===== src/rtl/systolic_ctrl_param_pkg.sv =====
`default_nettype none
// ============================================================================
// Module   : ctrl_pkg
// Brief    : Shared state encoding and sizing helpers for the systolic sequencer.
// Revision : 1.0
// ============================================================================
package ctrl_pkg;

    typedef enum logic [2:0] {
        IDLE    = 3'd0,
        COMPUTE = 3'd1,
        DRAIN   = 3'd2,
        HOLD    = 3'd3,
        DISPLAY = 3'd4
    } ctrl_state_e;

    // All-ones address of the given width marks an empty (NULL) slot.
    function automatic logic [31:0] null_addr(input int w);
        return (32'd1 << w) - 32'd1;
    endfunction

    function automatic int clog2(input int n);
        int r;
        r = 0;
        for (int v = n - 1; v > 0; v = v >> 1) r = r + 1;
        return r;
    endfunction

endpackage
`default_nettype wire


===== src/rtl/systolic_ctrl_param_if.sv =====
`default_nettype none
// ============================================================================
// Module   : systolic_ctrl_param_if
// Brief    : Board-control inputs and array/memory address outputs of the sequencer.
// Revision : 1.0
// ============================================================================
interface systolic_ctrl_param_if #(
    parameter int ADDR_W = 5,
    parameter int BUF_AW = 2
);
    logic              start;
    logic              toggle;
    logic              right;
    logic              left;
    logic [ADDR_W-1:0] input_side_addr;
    logic [ADDR_W-1:0] input_ceiling_addr;
    logic [ADDR_W-1:0] filter_ceiling_addr;
    logic [ADDR_W-1:0] filter_side_addr;
    logic              sys_en;
    logic [BUF_AW-1:0] buffer_read_addr;
    logic              busy;
    logic              done;

    modport master (
        output start, toggle, right, left,
        input  input_side_addr, input_ceiling_addr, filter_ceiling_addr,
               filter_side_addr, sys_en, buffer_read_addr, busy, done
    );

    modport slave (
        input  start, toggle, right, left,
        output input_side_addr, input_ceiling_addr, filter_ceiling_addr,
               filter_side_addr, sys_en, buffer_read_addr, busy, done
    );
endinterface
`default_nettype wire


===== src/rtl/systolic_ctrl_param_btn_edge_det.sv =====
`default_nettype none
// ============================================================================
// Module   : btn_edge_det
// Brief    : One-cycle pulse on the rising edge of a button level.
// Revision : 1.0
// ============================================================================
module btn_edge_det (
    input  wire logic clk,
    input  wire logic rst,
    input  wire logic i_btn,
    output logic      o_pulse
);
    logic r_prev;

    always_ff @(posedge clk) begin
        if (rst) r_prev <= 1'b0;
        else     r_prev <= i_btn;
    end

    assign o_pulse = i_btn & ~r_prev;
endmodule
`default_nettype wire


===== src/rtl/systolic_ctrl_param.sv =====
`default_nettype none
// ============================================================================
// Module   : systolic_ctrl_param
// Brief    : Streams input/filter addresses into the systolic array, drains it,
//            then holds and lets the buttons walk the result buffer.
// Revision : 1.0
// ============================================================================
module systolic_ctrl_param
    import ctrl_pkg::*;
#(
    parameter int ADDR_W       = 5,
    parameter int STREAM_LEN   = 12,
    parameter int CEIL_OFFSET  = 4,
    parameter int GROUP        = 4,
    parameter int FILT_BASE    = 24,
    parameter int DRAIN_CYCLES = 1,
    parameter int NUM_OUT      = 4
) (
    input wire logic            clk,
    input wire logic            rst,
    systolic_ctrl_param_if.slave bus
);
    localparam int BUF_AW  = clog2(NUM_OUT);
    localparam int SLOT_W  = (clog2(GROUP) < 1) ? 1 : clog2(GROUP);
    localparam int CNT_MAX = (STREAM_LEN > DRAIN_CYCLES) ? STREAM_LEN : DRAIN_CYCLES;
    localparam int CNT_W   = (clog2(CNT_MAX) < 1) ? 1 : clog2(CNT_MAX);

    localparam logic [2:0] c_ST_IDLE    = IDLE;
    localparam logic [2:0] c_ST_COMPUTE = COMPUTE;
    localparam logic [2:0] c_ST_DRAIN   = DRAIN;
    localparam logic [2:0] c_ST_HOLD    = HOLD;
    localparam logic [2:0] c_ST_DISPLAY = DISPLAY;

    localparam logic [ADDR_W-1:0] c_NULL        = ADDR_W'(null_addr(ADDR_W));
    localparam logic [ADDR_W-1:0] c_FILT_BASE   = ADDR_W'(FILT_BASE);
    localparam logic [ADDR_W-1:0] c_CEIL_OFF    = ADDR_W'(CEIL_OFFSET);
    localparam logic [CNT_W-1:0]  c_STREAM_LAST = CNT_W'(STREAM_LEN - 1);
    localparam logic [CNT_W-1:0]  c_DRAIN_LAST  = CNT_W'(DRAIN_CYCLES - 1);
    localparam logic [SLOT_W-1:0] c_SLOT_LAST   = SLOT_W'(GROUP - 1);
    localparam logic [BUF_AW-1:0] c_BUF_LAST    = BUF_AW'(NUM_OUT - 1);

    logic [2:0]        r_state;
    logic [CNT_W-1:0]  r_cnt;
    logic [SLOT_W-1:0] r_slot;
    logic [ADDR_W-1:0] r_faddr;
    logic [ADDR_W-1:0] r_side;
    logic [ADDR_W-1:0] r_iceil;
    logic [ADDR_W-1:0] r_fceil;
    logic [ADDR_W-1:0] r_fside;
    logic              r_sys_en;
    logic [BUF_AW-1:0] r_buf_addr;
    logic              r_busy;
    logic              r_done;

    logic              w_right_edge;
    logic              w_left_edge;
    logic [ADDR_W-1:0] w_side_nxt;
    logic [SLOT_W-1:0] w_slot_nxt;

    btn_edge_det u_right_edge (
        .clk     (clk),
        .rst     (rst),
        .i_btn   (bus.right),
        .o_pulse (w_right_edge)
    );

    btn_edge_det u_left_edge (
        .clk     (clk),
        .rst     (rst),
        .i_btn   (bus.left),
        .o_pulse (w_left_edge)
    );

    always_comb begin
        w_side_nxt = r_side + ADDR_W'(1);
        w_slot_nxt = (r_slot == c_SLOT_LAST) ? '0 : r_slot + SLOT_W'(1);
    end

    always_ff @(posedge clk) begin
        if (rst) begin
            r_state    <= c_ST_IDLE;
            r_cnt      <= '0;
            r_slot     <= '0;
            r_faddr    <= '0;
            r_side     <= c_NULL;
            r_iceil    <= c_NULL;
            r_fceil    <= c_NULL;
            r_fside    <= c_NULL;
            r_sys_en   <= 1'b0;
            r_buf_addr <= '0;
            r_busy     <= 1'b0;
            r_done     <= 1'b0;
        end else begin
            case (r_state)
                c_ST_IDLE: begin
                    if (bus.start) begin
                        r_state  <= c_ST_COMPUTE;
                        r_cnt    <= '0;
                        r_slot   <= '0;
                        r_faddr  <= c_FILT_BASE - ADDR_W'(1);
                        r_side   <= '0;
                        r_iceil  <= c_CEIL_OFF;
                        r_fceil  <= c_FILT_BASE;
                        r_fside  <= c_NULL;
                        r_sys_en <= 1'b1;
                        r_busy   <= 1'b1;
                    end
                end
                c_ST_COMPUTE: begin
                    // Side array sees the ceiling word one cycle later.
                    r_fside <= r_fceil;
                    if (r_cnt == c_STREAM_LAST) begin
                        r_state <= c_ST_DRAIN;
                        r_cnt   <= '0;
                        r_side  <= c_NULL;
                        r_iceil <= c_NULL;
                        r_fceil <= c_NULL;
                    end else begin
                        r_cnt   <= r_cnt + CNT_W'(1);
                        r_side  <= w_side_nxt;
                        r_iceil <= w_side_nxt + c_CEIL_OFF;
                        r_slot  <= w_slot_nxt;
                        if (w_slot_nxt == c_SLOT_LAST) begin
                            r_fceil <= c_NULL;
                        end else begin
                            r_fceil <= r_faddr;
                            r_faddr <= r_faddr - ADDR_W'(1);
                        end
                    end
                end
                c_ST_DRAIN: begin
                    r_fside <= c_NULL;
                    if (r_cnt == c_DRAIN_LAST) begin
                        r_state <= c_ST_HOLD;
                        r_busy  <= 1'b0;
                        r_done  <= 1'b1;
                    end else begin
                        r_cnt <= r_cnt + CNT_W'(1);
                    end
                end
                c_ST_HOLD: begin
                    if (bus.toggle) begin
                        r_state    <= c_ST_DISPLAY;
                        r_buf_addr <= '0;
                    end
                end
                c_ST_DISPLAY: begin
                    if (!bus.toggle) begin
                        r_state <= c_ST_HOLD;
                    end else if (w_right_edge) begin
                        if (r_buf_addr == c_BUF_LAST) begin
                            r_state    <= c_ST_IDLE;
                            r_buf_addr <= '0;
                            r_sys_en   <= 1'b0;
                            r_done     <= 1'b0;
                        end else begin
                            r_buf_addr <= r_buf_addr + BUF_AW'(1);
                        end
                    end else if (w_left_edge) begin
                        if (r_buf_addr != '0) r_buf_addr <= r_buf_addr - BUF_AW'(1);
                    end
                end
                default: r_state <= c_ST_IDLE;
            endcase
        end
    end

    assign bus.input_side_addr     = r_side;
    assign bus.input_ceiling_addr  = r_iceil;
    assign bus.filter_ceiling_addr = r_fceil;
    assign bus.filter_side_addr    = r_fside;
    assign bus.sys_en              = r_sys_en;
    assign bus.buffer_read_addr    = r_buf_addr;
    assign bus.busy                = r_busy;
    assign bus.done                = r_done;
endmodule
`default_nettype wire

===== src/flat_wrapper.sv =====
// flat-port wrapper written by rule: the top's interface ports become plain ports
module systolic_ctrl_param_flat import ctrl_pkg::*;
#(
    parameter int ADDR_W       = 5,
    parameter int STREAM_LEN   = 12,
    parameter int CEIL_OFFSET  = 4,
    parameter int GROUP        = 4,
    parameter int FILT_BASE    = 24,
    parameter int DRAIN_CYCLES = 1,
    parameter int NUM_OUT      = 4
)
  (clk, rst, bus_start, bus_toggle, bus_right, bus_left, bus_input_side_addr, bus_input_ceiling_addr, bus_filter_ceiling_addr, bus_filter_side_addr, bus_sys_en, bus_buffer_read_addr, bus_busy, bus_done);
  systolic_ctrl_param_if #(.ADDR_W(ADDR_W)) bus_i ();
  input wire logic clk;
  input wire logic rst;
  input wire logic [$bits(bus_i.start)-1:0] bus_start;
  input wire logic [$bits(bus_i.toggle)-1:0] bus_toggle;
  input wire logic [$bits(bus_i.right)-1:0] bus_right;
  input wire logic [$bits(bus_i.left)-1:0] bus_left;
  output wire logic [$bits(bus_i.input_side_addr)-1:0] bus_input_side_addr;
  output wire logic [$bits(bus_i.input_ceiling_addr)-1:0] bus_input_ceiling_addr;
  output wire logic [$bits(bus_i.filter_ceiling_addr)-1:0] bus_filter_ceiling_addr;
  output wire logic [$bits(bus_i.filter_side_addr)-1:0] bus_filter_side_addr;
  output wire logic [$bits(bus_i.sys_en)-1:0] bus_sys_en;
  output wire logic [$bits(bus_i.buffer_read_addr)-1:0] bus_buffer_read_addr;
  output wire logic [$bits(bus_i.busy)-1:0] bus_busy;
  output wire logic [$bits(bus_i.done)-1:0] bus_done;
  assign bus_i.start = bus_start;
  assign bus_i.toggle = bus_toggle;
  assign bus_i.right = bus_right;
  assign bus_i.left = bus_left;
  assign bus_input_side_addr = bus_i.input_side_addr;
  assign bus_input_ceiling_addr = bus_i.input_ceiling_addr;
  assign bus_filter_ceiling_addr = bus_i.filter_ceiling_addr;
  assign bus_filter_side_addr = bus_i.filter_side_addr;
  assign bus_sys_en = bus_i.sys_en;
  assign bus_buffer_read_addr = bus_i.buffer_read_addr;
  assign bus_busy = bus_i.busy;
  assign bus_done = bus_i.done;
  systolic_ctrl_param #(.ADDR_W(ADDR_W), .STREAM_LEN(STREAM_LEN), .CEIL_OFFSET(CEIL_OFFSET), .GROUP(GROUP), .FILT_BASE(FILT_BASE), .DRAIN_CYCLES(DRAIN_CYCLES), .NUM_OUT(NUM_OUT)) u_core (.clk(clk), .rst(rst), .bus(bus_i));
endmodule

===== config.mk =====
export PLATFORM = sky130hd
export DESIGN_NAME = systolic_ctrl_param_flat
export DESIGN_NICKNAME = d
export VERILOG_FILES = /design/src/rtl/systolic_ctrl_param_pkg.sv /design/src/rtl/systolic_ctrl_param_if.sv /design/src/rtl/systolic_ctrl_param_btn_edge_det.sv /design/src/rtl/systolic_ctrl_param.sv /design/src/flat_wrapper.sv
export SDC_FILE = /design/constraint.sdc
export NUM_CORES = 1
export LEC_CHECK = 0
export CORE_ASPECT_RATIO = 1.4
export CORE_MARGIN = 1
export CORE_UTILIZATION = 56
export CTS_BUF_LIST = sky130_fd_sc_hd__clkbuf_2
export CTS_CLUSTER_DIAMETER = 150
export DETAILED_ROUTE_END_ITERATION = 16
export PLACE_DENSITY = 0.83
export SYNTH_ARGS = -nofsm -noshare
export SYNTH_HDL_FRONTEND = slang
export SYNTH_SLANG_ARGS = --single-unit

===== constraint.sdc =====
create_clock -name clk -period 3.28 [get_ports clk]
set_input_delay 0.328 -clock clk [delete_from_list [all_inputs] [get_ports clk]]
set_output_delay 0.328 -clock clk [all_outputs]
set_load 0.05 [all_outputs]

==> reports/metrics.cfg <==
[synthesis]
ys_ff_latch=39
synth.distinct_cells=55
synthCells=230
synth-main-ff-cell=dfxtp_1
synth_area_leader_cell=dfxtp_1
netlist_area_um2=2000
ys_top_cells_by_count=39 x dfxtp_1, 23 x nand2_1, 17 x a21oi_1, 13 x nand3_1, 13 x o21ai_0
synth_edf_count=0
avgSynthCellArea_um2=8.68
syn_nets=245
postSynth.asyncResetShare_pct=0
yosysWarnings=0
yosysMostFrequentCell=dfxtp_1
yosysSeqAreaShare_pct=39.1
synth_top_area_share_pct=39.1
netlist_top_cells_area=dfxtp_1 39%, ha_1 5.6%, nand2_1 4.3%

[worst_setup_path]
worstReg2RegEnd=u_core.r_slot[0]
worstPathRequired_ns=3.61
crit_type=reg2reg
critPathMaxFanout=17
r2r_start=u_core.r_state[0]
arrival_ns=2.63
r2r_slack_ns=0.98
reg2regPathDepth=4
startpoint_type=register
critPathCaptureType=register

[layout]
finalNonFillerCells=293
antenna_cells=0
fillers=273
final_layout_size_suffix_gt1_share_pct=5.93
final_area_um2=2290
nNetsFinal=268
area_growth_pct=14.9

[pwr]
swShare_pct=44.6
p_switching_w=0.000699
p_comb_share_pct=46.5
p_per_area_nw_per_um2=684
leakagePower_nw=0.890
clkPwrFrac_pct=12.6
p_int_w=0.000869
power_frac_seq_pct=40.8
vdd.ir_drop.worst_v=0.000434

[worst_hold_path]
hold_class=reg2reg
min_delay_worst_endpoint=u_core.bus.sys_en
worstHoldStart=u_core.bus.sys_en
hold_path_depth=2

[placement]
placed_cells=286
routabilityCongestion=0.841
place_area_um2=2260
hpwl_mm=2.97
io_buffers=30

[timing]
fin_setup_tns_ns=0
layout_min_cycle_time_ns=2.30
hold_viol=0
period_share_pct=70.1
relSlewSlack_pct=50.6
fin_worst_skew_ns=0.0143
max_freq_ghz=0.435
rsz0062_at_grt=no
tightest_slew_ns=0.738
maxSlewViolCount=0
setup_viol=0

[clock_network]
holdBufCountCts=0
cts_setup_buffers=0
clkTransAtPathRegs_ns=0.19
clock_path_buffers=2
cts_buffers=5
cts.sinks=39
clk_latency_ns=0.39
cts_tree=done
cts_resized=0
cts-htree-levels=2
cts-root-buf=clkbuf_2

[grt]
grt_pass1_vias=1528
grt_max_degree=18
antenna_found_initial=0
grt.total_usage_pct=24.5
overflow=0
grt_pass1_wl_mm=6.93

[route]
initialDrtViolationCount=53
drt_wl_total_mm=4.25
drt_first_pass_iters=4
drtAntennaViolNets=0
avgViaCountPerCell=5.99
num_vias=1754
routedWlPerCell_um=14.5
drc=0

[floorplan]
start_util_pct=59.1
num_rows=25
dieArea_um2=3810
io-pin-count=31
core_area_um2=3380
die_w_um=52.5
die_h_um=72.6

[status]
status=complete, no violations

[job]
max-cap-violations=0

==> how the worst max path moves through the flow <==
stage          cells after the start                          endpoint  slack (ns)                              from
4_1_cts                            4                  u_core.r_slot[0]        1.01                 u_core.r_state[0]
3_5_place_dp                       4                  u_core.r_slot[0]        1.05                 u_core.r_state[0]
6_report                           4                  u_core.r_slot[0]        0.98                 u_core.r_state[0]
3_3_place_gp                       4                  u_core.r_slot[0]        1.19                 u_core.r_state[0]
2_1_floorplan                      7  u_core.bus.input_ceiling_addr[4]        1.40  u_core.bus.input_ceiling_addr[0]
5_1_grt                            4                  u_core.r_slot[0]        0.77                 u_core.r_state[0]
==> power by group through the flow <==
stage	combinational (W)	sequential [W]	clock (W)
after global routing	0.000785	0.000655	0.000226
after floorplan	0.000391	0.000804	0
after detailed placement	0.000728	0.000650	0
after global placement	0.000712	0.000647	0
after CTS	0.000730	0.000639	0.000204
final	0.000730	0.000641	0.000198
==> sequential cells by signal (all words and copies together), names as in the netlist <==
register                        flops
u_core.bus.filter_ceiling_addr      5
u_core.bus.filter_side_addr         5
u_core.bus.input_ceiling_addr       5
u_core.r_faddr                      5
u_core.r_cnt                        4
u_core.bus.input_side_addr          3
u_core.r_state                      3
u_core.bus.buffer_read_addr         2
u_core.r_slot                       2
u_core.bus.busy                     1
u_core.bus.done                     1
u_core.bus.sys_en                   1
u_core.u_left_edge.r_prev           1
u_core.u_right_edge.r_prev          1
==> final cells by class <==
cell class / instances / area [µm²] / area share [%]
Sequential cell: 39 / 781 / 34.0
Inverter: 12 / 45.0 / 1.96
Clock buffer: 5 / 25.0 / 1.09
Clock inverter: 2 / 8.76 / 0.382
Timing Repair Buffer: 31 / 308 / 13.4
Multi-Input combinational cell: 164 / 1080 / 46.9
Tap cell: 40 / 50.0 / 2.18
==> metrics by stage <==
step | total power, W | hold WS, ns | setup slack [ns] | utilization (%)
6_report | 0.00157 | 0.476 | 0.980 | 67.9
5_1_grt | 0.00167 | 0.485 | 0.770 | 67.9
4_1_cts | 0.00157 | 0.475 | 1.01 | 67.9
3_5_place_dp | 0.00138 | 0.449 | 1.05 | 66.9
3_3_place_gp | 0.00136 | 0.447 | 1.19 | 66.9
2_1_floorplan | 0.00119 | 0.456 | 1.40 | -
==> placed cells by master (no fill, tap or decap), drive strengths merged, types with 3 or more instances in the layout <==
cell type	synthesis	routed
nor3	3	3
ha	9	9
inv	12	12
xnor2	3	3
a31oi	6	6
nand4	3	3
o21ai	15	15
clkbuf	4	5
a211oi	4	4
nor2b	6	6
nor2	12	12
clkdlybuf4s50	0	30
nand2b	3	3
nand3	13	13
nor3b	6	6
o32ai	3	3
a21oi	17	17
nand2	23	23
nand3b	3	3
dfxtp	39	39
o22ai	5	5
==> layer usage <==
layer	wire length, µm	global-route usage, %	vias up
met5	0	0	-
met4	102	12.0	0
met3	150	6.04	8
met2	2090	39.2	41
met1	1900	30.0	827
li1	-	-	878
==> worst max-delay path, stage by stage (launching register included) <==
cell	delay (ns)
dfxtp_1	0.69
nor3b_2	0.71
nand2_1	0.33
or3_1	0.38
a21oi_1	0.13
==> kinds of logic (layout without fill, tap and decap cells) <==
| family | after synthesis | count (layout) | synth area share [%] |
|---|---|---|---|
| mux | 2 | 2 | 1.00 |
| fa+ha+maj | 9 | 9 | 5.64 |
| flops | 39 | 39 | 39.1 |
| simple gates | 80 | 80 | 22.1 |
| compound gates | 68 | 68 | 22.9 |
| buf+inv | 27 | 50 | 6.96 |
| xor+xnor | 5 | 5 | 2.19 |
No activity file was read; power rests on OpenSTA's default activity.
